**src/rtl/reg_rename_file_pkg.sv**
```systemverilog
// Shared core constants and types for the rename register file, ROB,
// reservation stations and load/store buffer.
package reg_rename_file_pkg;

  localparam int REG_ADDR_WIDTH = 5;
  localparam int Q_WIDTH        = 4;
  localparam int DATA_WIDTH     = 32;
  localparam int REG_COUNT      = 2 ** REG_ADDR_WIDTH;

  typedef logic [REG_ADDR_WIDTH-1:0] reg_addr_t;
  typedef logic [Q_WIDTH-1:0]        rob_tag_t;
  typedef logic [DATA_WIDTH-1:0]     data_t;

  // The ROB never allocates tag 0, so it doubles as "value is ready".
  localparam rob_tag_t NO_TAG = '0;

  typedef struct packed {
    logic     busy;
    rob_tag_t q;
    data_t    v;
  } operand_t;

  function automatic logic is_x0(input reg_addr_t addr);
    return addr == '0;
  endfunction

endpackage

```
**src/rtl/reg_rename_file_if.sv**
```systemverilog
// Issue, operand-read and commit signals between the issue/ROB logic (master)
// and the rename register file (slave).
interface reg_rename_file_if;
  import reg_rename_file_pkg::*;

  logic      rdy_in;
  logic      has_issue;
  reg_addr_t issue_rd;
  rob_tag_t  issue_rob_pos;

  reg_addr_t rs1_addr;
  reg_addr_t rs2_addr;
  logic      rs1_busy;
  logic      rs2_busy;
  rob_tag_t  rs1_Q;
  rob_tag_t  rs2_Q;
  data_t     rs1_V;
  data_t     rs2_V;

  logic      commit_modify_regfile;
  reg_addr_t commit_reg_addr;
  rob_tag_t  Commit_Q;
  data_t     Commit_V;

  logic      control_hazard;

  modport master (
    output rdy_in, has_issue, issue_rd, issue_rob_pos,
    output rs1_addr, rs2_addr,
    input  rs1_busy, rs2_busy, rs1_Q, rs2_Q, rs1_V, rs2_V,
    output commit_modify_regfile, commit_reg_addr, Commit_Q, Commit_V,
    output control_hazard
  );

  modport slave (
    input  rdy_in, has_issue, issue_rd, issue_rob_pos,
    input  rs1_addr, rs2_addr,
    output rs1_busy, rs2_busy, rs1_Q, rs2_Q, rs1_V, rs2_V,
    input  commit_modify_regfile, commit_reg_addr, Commit_Q, Commit_V,
    input  control_hazard
  );

endinterface

```
**src/rtl/reg_rename_file_read_port.sv**
```systemverilog
// One operand read port: turns the selected register's state into a
// value-or-tag pair, with x0 forced to zero and a bypass from the commit bus.
module regfile_read_port
  import reg_rename_file_pkg::*;
(
  input  reg_addr_t addr,
  input  data_t     reg_value,
  input  logic      reg_busy,
  input  rob_tag_t  reg_tag,
  input  logic      commit_modify_regfile,
  input  reg_addr_t commit_reg_addr,
  input  rob_tag_t  commit_q,
  input  data_t     commit_v,
  output operand_t  operand
);

  logic commit_bypass;

  // The bypass only fires when the retiring entry is the register's latest
  // producer; an older producer retiring leaves the operand pending.
  assign commit_bypass = commit_modify_regfile
                      && (addr == commit_reg_addr)
                      && reg_busy
                      && (reg_tag == commit_q);

  always_comb begin
    operand.busy = 1'b0;
    operand.q    = NO_TAG;
    operand.v    = reg_value;
    if (is_x0(addr)) begin
      operand.v = '0;
    end else if (commit_bypass) begin
      operand.v = commit_v;
    end else if (reg_busy) begin
      operand.busy = 1'b1;
      operand.q    = reg_tag;
    end
  end

endmodule

```
**src/rtl/reg_rename_file.sv**
```systemverilog
// Architectural register file with per-register ROB rename tags: renames at
// issue, retires values from the ROB head, drops all renames on a flush.
module reg_rename_file
  import reg_rename_file_pkg::*;
(
  input logic               clk_in,
  input logic               rst_in,
  reg_rename_file_if.slave  bus
);

  data_t    value_q [REG_COUNT];
  logic     busy_q  [REG_COUNT];
  rob_tag_t tag_q   [REG_COUNT];

  logic issue_fire;
  logic commit_fire;
  logic flush_fire;

  // A flush cancels the instruction issuing alongside it.
  assign issue_fire  = bus.has_issue && bus.rdy_in && !bus.control_hazard
                    && !is_x0(bus.issue_rd);
  assign commit_fire = bus.commit_modify_regfile && bus.rdy_in
                    && !is_x0(bus.commit_reg_addr);
  assign flush_fire  = bus.control_hazard && bus.rdy_in;

  genvar gi;
  generate
    for (gi = 0; gi < REG_COUNT; gi++) begin : g_reg
      if (gi == 0) begin : g_zero
        assign value_q[gi] = '0;
        assign busy_q[gi]  = 1'b0;
        assign tag_q[gi]   = NO_TAG;
      end else begin : g_state
        localparam reg_addr_t IDX = reg_addr_t'(gi);

        data_t    value_reg;
        logic     busy_reg;
        rob_tag_t tag_reg;
        logic     issue_hit;
        logic     commit_hit;

        assign issue_hit  = issue_fire  && (bus.issue_rd == IDX);
        assign commit_hit = commit_fire && (bus.commit_reg_addr == IDX);

        // Committed values always land; busy/tag priority is flush, then a
        // new rename, then retirement of the current producer.
        always_ff @(posedge clk_in or posedge rst_in) begin
          if (rst_in) begin
            value_reg <= '0;
            busy_reg  <= 1'b0;
            tag_reg   <= NO_TAG;
          end else begin
            if (commit_hit) begin
              value_reg <= bus.Commit_V;
            end
            if (flush_fire) begin
              busy_reg <= 1'b0;
              tag_reg  <= NO_TAG;
            end else if (issue_hit) begin
              busy_reg <= 1'b1;
              tag_reg  <= bus.issue_rob_pos;
            end else if (commit_hit && (tag_reg == bus.Commit_Q)) begin
              busy_reg <= 1'b0;
            end
          end
        end

        assign value_q[gi] = value_reg;
        assign busy_q[gi]  = busy_reg;
        assign tag_q[gi]   = tag_reg;
      end
    end
  endgenerate

  operand_t rs1_operand;
  operand_t rs2_operand;

  regfile_read_port u_rs1_port (
    .addr                  (bus.rs1_addr),
    .reg_value             (value_q[bus.rs1_addr]),
    .reg_busy              (busy_q[bus.rs1_addr]),
    .reg_tag               (tag_q[bus.rs1_addr]),
    .commit_modify_regfile (bus.commit_modify_regfile),
    .commit_reg_addr       (bus.commit_reg_addr),
    .commit_q              (bus.Commit_Q),
    .commit_v              (bus.Commit_V),
    .operand               (rs1_operand)
  );

  regfile_read_port u_rs2_port (
    .addr                  (bus.rs2_addr),
    .reg_value             (value_q[bus.rs2_addr]),
    .reg_busy              (busy_q[bus.rs2_addr]),
    .reg_tag               (tag_q[bus.rs2_addr]),
    .commit_modify_regfile (bus.commit_modify_regfile),
    .commit_reg_addr       (bus.commit_reg_addr),
    .commit_q              (bus.Commit_Q),
    .commit_v              (bus.Commit_V),
    .operand               (rs2_operand)
  );

  assign bus.rs1_busy = rs1_operand.busy;
  assign bus.rs1_Q    = rs1_operand.q;
  assign bus.rs1_V    = rs1_operand.v;
  assign bus.rs2_busy = rs2_operand.busy;
  assign bus.rs2_Q    = rs2_operand.q;
  assign bus.rs2_V    = rs2_operand.v;

endmodule
```
**src/flat_wrapper.sv**
```systemverilog
// flat-port wrapper written by rule: the top's interface ports become plain ports
module reg_rename_file_flat import reg_rename_file_pkg::*;
  (clk_in, rst_in, bus_rdy_in, bus_has_issue, bus_issue_rd, bus_issue_rob_pos, bus_rs1_addr, bus_rs2_addr, bus_rs1_busy, bus_rs2_busy, bus_rs1_Q, bus_rs2_Q, bus_rs1_V, bus_rs2_V, bus_commit_modify_regfile, bus_commit_reg_addr, bus_Commit_Q, bus_Commit_V, bus_control_hazard);
  reg_rename_file_if bus_i ();
  input logic clk_in;
  input logic rst_in;
  input wire logic [$bits(bus_i.rdy_in)-1:0] bus_rdy_in;
  input wire logic [$bits(bus_i.has_issue)-1:0] bus_has_issue;
  input wire logic [$bits(bus_i.issue_rd)-1:0] bus_issue_rd;
  input wire logic [$bits(bus_i.issue_rob_pos)-1:0] bus_issue_rob_pos;
  input wire logic [$bits(bus_i.rs1_addr)-1:0] bus_rs1_addr;
  input wire logic [$bits(bus_i.rs2_addr)-1:0] bus_rs2_addr;
  output wire logic [$bits(bus_i.rs1_busy)-1:0] bus_rs1_busy;
  output wire logic [$bits(bus_i.rs2_busy)-1:0] bus_rs2_busy;
  output wire logic [$bits(bus_i.rs1_Q)-1:0] bus_rs1_Q;
  output wire logic [$bits(bus_i.rs2_Q)-1:0] bus_rs2_Q;
  output wire logic [$bits(bus_i.rs1_V)-1:0] bus_rs1_V;
  output wire logic [$bits(bus_i.rs2_V)-1:0] bus_rs2_V;
  input wire logic [$bits(bus_i.commit_modify_regfile)-1:0] bus_commit_modify_regfile;
  input wire logic [$bits(bus_i.commit_reg_addr)-1:0] bus_commit_reg_addr;
  input wire logic [$bits(bus_i.Commit_Q)-1:0] bus_Commit_Q;
  input wire logic [$bits(bus_i.Commit_V)-1:0] bus_Commit_V;
  input wire logic [$bits(bus_i.control_hazard)-1:0] bus_control_hazard;
  assign bus_i.rdy_in = bus_rdy_in;
  assign bus_i.has_issue = bus_has_issue;
  assign bus_i.issue_rd = bus_issue_rd;
  assign bus_i.issue_rob_pos = bus_issue_rob_pos;
  assign bus_i.rs1_addr = bus_rs1_addr;
  assign bus_i.rs2_addr = bus_rs2_addr;
  assign bus_rs1_busy = bus_i.rs1_busy;
  assign bus_rs2_busy = bus_i.rs2_busy;
  assign bus_rs1_Q = bus_i.rs1_Q;
  assign bus_rs2_Q = bus_i.rs2_Q;
  assign bus_rs1_V = bus_i.rs1_V;
  assign bus_rs2_V = bus_i.rs2_V;
  assign bus_i.commit_modify_regfile = bus_commit_modify_regfile;
  assign bus_i.commit_reg_addr = bus_commit_reg_addr;
  assign bus_i.Commit_Q = bus_Commit_Q;
  assign bus_i.Commit_V = bus_Commit_V;
  assign bus_i.control_hazard = bus_control_hazard;
  reg_rename_file u_core (.clk_in(clk_in), .rst_in(rst_in), .bus(bus_i));
endmodule
```
**config.mk**
```make
export PLATFORM = sky130hd
export DESIGN_NAME = reg_rename_file_flat
export DESIGN_NICKNAME = d
export VERILOG_FILES = /design/src/rtl/reg_rename_file_pkg.sv /design/src/rtl/reg_rename_file_if.sv /design/src/rtl/reg_rename_file_read_port.sv /design/src/rtl/reg_rename_file.sv /design/src/flat_wrapper.sv
export SDC_FILE = /design/constraint.sdc
export NUM_CORES = 2
export LEC_CHECK = 0
export BUFFER_PORTS_ARGS = -buffer_cell sky130_fd_sc_hd__buf_2
export CAP_MARGIN = 20
export CORE_MARGIN = 2
export CORE_UTILIZATION = 45
export DETAILED_ROUTE_END_ITERATION = 8
export SETUP_SLACK_MARGIN = 0.2
export SLEW_MARGIN = 20
export SYNTH_ARGS = -nofsm -noshare
export SYNTH_HDL_FRONTEND = slang
export SYNTH_SLANG_ARGS = --single-unit
```
**constraint.sdc**
```tcl
create_clock -name clk_in -period 60.4 [get_ports clk_in]
set_input_delay 12.08 -clock clk_in [delete_from_list [all_inputs] [get_ports clk_in]]
set_output_delay 12.08 -clock clk_in [all_outputs]
set_load 0.01 [all_outputs]
```
Yosys cells after proc, flatten, opt, wreduce, memory -nomap -nowiden --
Cells that the tools add are included.
Word-level totals: register bits 1147, latch bits 0, RAM bits 0, ROM bits 0, input bits 66, output and inout port bits 74, memories kept 0
Cells by class: add/subtract/negate cells 0, multipliers 0, divide/modulo/power cells 0, magnitude comparators 2, eq/ne operators 97, shifts and indexed selects 0, multiplexer cells 183, bitwise operators 2, reductions and logical operators 174
Operators with widths (number):
- binary-select mux 32 bit (select 5 bit) | 2
- two-way mux 4 bit | 66
- two-way mux 32 bit | 8
- equality test 5 bit (second input constant) | 32
- equality test 4 bit | 33
- logical AND 1 bit | 105
- two-way mux 1 bit | 97
- nonzero test 3 bit | 31
- equality test 5 x 4 -> 1 bit (second input constant) | 16
- nonzero test 2 bit | 31
- binary-select mux 4 bit (select 5 bit) | 2
- equality test 5 x 3 -> 1 bit (second input constant) | 8
- two-way mux 5 bit | 6
- equality test 5 x 2 -> 1 bit (second input constant) | 4
- zero test 5 bit | 4
- greater-or-equal comparator 6 bit (second input constant) | 2
- NOT 5 -> 6 bit | 2
- binary-select mux 1 bit (select 5 bit) | 2
- equality test 5 x 1 -> 1 bit (second input constant) | 2
- equality test 5 bit | 2
- zero test 1 bit | 3

Longest topological paths before layout --
depth after elaboration 8, depth in mapped cells 13, depth with buffers taken out 7

Cells and area by module --
Synthesis repeated with hierarchy kept, for this count alone.
Unflattened totals: cell total of the unflattened synthesis 4864, area total of the unflattened synthesis 65270.1 um^2
Modules (own cells, without submodules):
- reg_rename_file | instances 1, cells an instance 4606, area an instance 63633.5 um^2, seq. area each 28702.5 um^2
- regfile_read_port | instances 2, cells an instance 129, area an instance 818.3 um^2, seq. area each 0.0 um^2

Worst setup path after synthesis --
OpenSTA, ideal clock, no wires.
path type input-to-output, start input bus_rs2_addr[0], end output bus_rs2_V[11], arrival 15070 ps, data required time 48320 ps, setup slack 33250 ps, stages 9, buffers on the path 5, cells stage by stage buf_2 buf_4 buf_4 buf_2 buf_1 mux4_2 mux4_2 mux2_2 mux2_1
Between the ends: cells in the longest elaborated chain, start to end 8, elaborated cells between the ends (all ways) 18, classes of those cells eq/ne (2); mux (11); bitwise (1); reduce/logical (4)
RTL lines:
- from (decl) | RTL line flat_wrapper.sv:12 | input wire logic [$bits(bus_i.rs2_addr)-1:0] bus_rs2_addr;
- NOT 5 -> 6 bit (not written as such) | RTL line reg_rename_file.sv:92, reg_rename_file.sv:93, reg_rename_file.sv:94
- binary-select mux 4 bit (select 5 bit) / binary-select mux 1 bit (select 5 bit) (equally long branches) | RTL line reg_rename_file.sv:94, reg_rename_file.sv:93
- two-way mux 4 bit (not written as such) / two-way mux 1 bit (equally long branches) (2 in a row) | RTL line reg_rename_file.sv:94, reg_rename_file.sv:93
- equality test 4 bit / logical AND 1 bit (equally long branches) | RTL line reg_rename_file_read_port.sv:24, reg_rename_file_read_port.sv:23
- logical AND 1 bit | RTL line reg_rename_file_read_port.sv:24 | && (reg_tag == commit_q);
- two-way mux 32 bit | RTL line reg_rename_file_read_port.sv:32 | end else if (commit_bypass) begin
- two-way mux 32 bit (*) | RTL line reg_rename_file_read_port.sv:30 | if (is_x0(addr)) begin
- to (decl) | RTL line flat_wrapper.sv:18 | output wire logic [$bits(bus_i.rs2_V)-1:0] bus_rs2_V;
Every way passes the cells marked *; elsewhere a longest branch is shown, timed or not. The select of a mux whose other input is x is not followed.

Worst setup path after layout --
start input bus_rs1_addr[1], end output bus_rs1_V[23]
Between the ends: cells in the longest elaborated chain, start to end 8, elaborated cells between the ends (all ways) 18, classes of those cells eq/ne (2); mux (11); bitwise (1); reduce/logical (4)
RTL lines:
- from (decl) | RTL line flat_wrapper.sv:11 | input wire logic [$bits(bus_i.rs1_addr)-1:0] bus_rs1_addr;
- NOT 5 -> 6 bit (not written as such) | RTL line reg_rename_file.sv:80, reg_rename_file.sv:81, reg_rename_file.sv:82
- binary-select mux 4 bit (select 5 bit) / binary-select mux 1 bit (select 5 bit) (equally long branches) | RTL line reg_rename_file.sv:82, reg_rename_file.sv:81
- two-way mux 4 bit (not written as such) / two-way mux 1 bit (equally long branches) (2 in a row) | RTL line reg_rename_file.sv:82, reg_rename_file.sv:81
- equality test 4 bit / logical AND 1 bit (equally long branches) | RTL line reg_rename_file_read_port.sv:24, reg_rename_file_read_port.sv:23
- logical AND 1 bit | RTL line reg_rename_file_read_port.sv:24
- two-way mux 32 bit | RTL line reg_rename_file_read_port.sv:32
- two-way mux 32 bit (*) | RTL line reg_rename_file_read_port.sv:30
- to (decl) | RTL line flat_wrapper.sv:17 | output wire logic [$bits(bus_i.rs1_V)-1:0] bus_rs1_V;
Marks and branches as above.

==> run_results.csv <==
group,metric,value,unit
logic_synthesis,synth_compound_area_share,3.369,%
final_layout,largest_reg_flops,992,
logic_synthesis,synth-simple-area-share,3.937,%
logic_synthesis,synthDistinctLibCells,60,
detailed_routing,via_count,41820,
final_layout,nNetsFinal,4504,
detailed_routing,met2_length,97860,um
cts,cts_buffers,132,
logic_synthesis,synth_seq_cells,1147,
detailed_routing,vias_per_cell,6.506,
timing,worst_slack,30.80,ns
timing,hold_viol_final,0,
job,maxCapViolCount,0,
critical_path,path_class,"in2out",
timing,period_share,49.00,%
critical_path,path_max_fanout,67,
critical_path,critPathTopFamily,"buffers and inverters",
logic_synthesis,synth-main-ff-cell,"dfrtp_1",
floorplanning,io_pins,140,
placed_design,io_buffer_count,139,
power,finalPower,0.002096,W
cts,post-cts-setup-buffers,0,
logic_synthesis,synth_top_family_by_area,"multiplexers",
critical_path,cp-start-kind,"input port",
logic_synthesis,async_flop_share,100.0,%
floorplanning,die_h,382.0,um
critical_path,crit_path_max_incr_delay,0.87,ns
timing,holdWs,0.5194,ns
logic_synthesis,syn_area_per_cell,14.14,um^2
run_status,status,"finished, final reports clean",
cts,clock-sinks,1147,
floorplanning,die_w,382.0,um
placed_design,place_ws,30.83,ns
global_routing,grt_usage,28.28,%
final_layout,num-fill-cells,12100,
power,ir_drop,0.00001981,V
logic_synthesis,synthXorXnorAreaFrac,1.894,%
cts,clkTransAtPathRegs,0.05,ns
floorplanning,initial_core_util,45.35,%
detailed_routing,met3_length,13450,um
final_layout,syn2layout_area_growth,10.30,%
cts,ctsResizeCount,0,
timing,rsz0062_at_grt,"no",
power,power.density,29.56,mW/mm^2
timing,slew_violations,0,
timing,fmax,0.03379,GHz
detailed_routing,wl,204700,um
global_routing,antenna_found_initial,9,
logic_synthesis,synthCells,4545,
critical_path,crit_buf_inv,5,
critical_path,cpMostUsedCell,"buf_4",
timing,fin_setup_tns,0,ns
critical_path,worstPathRequired,48.32,ns
logic_synthesis,synth_adder_area_share,0,%
floorplanning,coreArea,0.1418,mm^2
logic_synthesis,synth_edf_count,0,
logic_synthesis,synthMuxAreaShare,43.05,%
detailed_routing,antenna_left,0,
final_layout,final_layout_size_suffix_gt1_share,47.72,%
placed_design,dp_hpwl,116800,um
critical_path,cp.arrival,17.52,ns
cts,cts_max_path_buffers,3,
global_routing,grt_overflow,0,
cts,cts-root-buf,"clkbuf_16",
critical_path,crit_path_end_kind,"primary output",
timing,tightestPinTransition,1.166,ns
power,p_leak,31.32,nW
critical_path,r2r_slack,58.89,ns
global_routing,grt_start_max_net_pins,158,
placed_design,gp_congestion,0.9281,
floorplanning,rows,138,
timing,slew_headroom,22.27,%
worst_hold_path,worstHoldPathType,"reg2reg",
global_routing,grt_pass1_vias,42690,
cts,tritoncts,"built",
critical_path,worstPathCellList,"buf_8 > buf_4 > buf_4 > nor2b_1 > a221oi_1 > a2111oi_0 > a21oi_2 > xnor2_1 > or4_4 > buf_4 > mux2_4 > buf_2",
floorplanning,dieArea,0.1459,mm^2
detailed_routing,wl_met1,85920,um
logic_synthesis,synth_nets,4611,
logic_synthesis,synth_area,0.06429,mm^2
critical_path,crit_slowest_cell,"buf_4",
detailed_routing,drcViolationCount,0,
final_layout,final_core_util,50.02,%
timing,setup_viol,0,
global_routing,grt_pass1_wl,303100,um
detailed_routing,drtIter0Drc,3892,
detailed_routing,topRoutingLayerUsed,"met4",
detailed_routing,first_pass_iters,5,
cts,htreeDepth,4,
timing,post-route-min-period,29.60,ns
detailed_routing,wl_per_cell,31.85,um
logic_synthesis,yosysSeqAreaShare,44.65,%
timing,finClkSkew,0.03673,ns
cts,clk_latency,0.77,ns
cts,hold_buffers,0,
logic_synthesis,yosysWarningCount,0,
-- where the power goes --
| part | switching (W) | total [W] | internal (W) | leakage (nW) |
|---|---|---|---|---|
| Combinational | 0.000150 | 0.000344 | 0.000194 | 13.8 |
| Clock | 0.000332 | 0.000829 | 0.000497 | 2.19 |
| Sequential | 0.0000649 | 0.000923 | 0.000858 | 15.3 |
-- cells by family (layout without fill, tap and decap cells) --
logic type	Yosys count	in the layout
muxes	1874	1874
DFF	1147	1147
and+or+nand+nor	580	580
buffers and inverters	481	467
AOI/OAI and AO/OA	324	324
xor gates and xnor gates	139	139
other	0	7
-- routing by layer --
metal  track usage [%]  vias to the layer above
li1                  -                    17090
met1             38.94                    22750
met2             45.26                     1572
met3             4.996                      409
met4             9.915                        0
met5                 0                        -
-- worst reg2reg max path: cells and delay by family (launching register included) --
kind,cells,cell delay (ns)
AOI/OAI and AO/OA,1,0.15
xor gates and xnor gates,1,0.18
and+or+nand+nor,2,0.58
DFF,1,0.44
-- synth_stat cells (all sizes together), types with 3 or more instances --
master / number / share of area (%)
a211o: 21 / 0.29
a21oi: 118 / 0.92
a221oi: 6 / 0.082
a22o: 33 / 0.45
a22oi: 4 / 0.047
and2: 5 / 0.049
and3: 4 / 0.039
buf: 115 / 0.96
clkbuf: 357 / 2.1
clkinv: 3 / 0.018
dfrtp: 1147 / 45
inv: 6 / 0.035
mux2: 1114 / 20
mux2i: 166 / 2.6
mux4: 594 / 21
nand2: 154 / 0.90
nand2b: 8 / 0.078
nand3: 54 / 0.42
nand4: 12 / 0.12
nor2: 262 / 1.5
nor2b: 14 / 0.14
nor3: 14 / 0.11
nor3b: 11 / 0.13
nor4: 25 / 0.24
o21ai: 38 / 0.30
o221ai: 26 / 0.35
o22ai: 26 / 0.25
o2bb2ai: 11 / 0.15
o31ai: 21 / 0.25
or2: 5 / 0.049
or3: 3 / 0.029
or4: 5 / 0.058
xnor2: 48 / 0.65
xor2: 91 / 1.2
-- worst paths after layout --
path / start / end / cells past startpoint
max in group asynchronous: rst_in / u_core.g_reg[13].g_state.value_reg[21] / 5
setup reg to reg: u_core.g_reg[28].g_state.tag_reg[2] / u_core.g_reg[28].g_state.busy_reg / 4
min in group asynchronous: rst_in / u_core.g_reg[24].g_state.value_reg[4] / 2
hold reg to reg: u_core.g_reg[30].g_state.value_reg[10] / u_core.g_reg[30].g_state.value_reg[10] / 1
hold / removal: u_core.g_reg[30].g_state.value_reg[10] / u_core.g_reg[30].g_state.value_reg[10] / 1
setup / recovery: bus_rs1_addr[1] / bus_rs1_V[23] / 12
-- through the flow --
step | area [um^2] | std cells
after floorplan | 64290 | 4545
after detailed placement | 66470 | 6194
final | 70910 | 6428
after global placement | 66450 | 6193
after CTS | 70890 | 6421
after global routing | 70890 | 6422
-- area by class of cell --
type	instances	area, um^2	share of cell area, %
timing repair buffer	231	1494	2.107
clock inverter	39	524.3	0.7393
multi-input combinational	2917	33870	47.76
inverter	9	51.30	0.07234
antenna	7	17.52	0.02470
clock buffer	188	3890	5.486
sequential	1147	28700	40.48
tap	1890	2365	3.335
-- placed cells by master (no fill, tap or decap), drive strengths merged, types with 23 or more instances in the layout --
cell type  Yosys  layout
xnor2         48      48
buf          115     231
mux4         594     594
a22o          33      33
o221ai        26      26
mux2i        166     166
dfrtp       1147    1147
nor2         262     262
a21oi        118     118
clkinv         3      23
o21ai         38      38
nor4          25      25
nand2        154     154
nand3         54      54
o22ai         26      26
clkbuf       357     188
mux2        1114    1114
xor2          91      91
(Power assumes the default switching activity.)
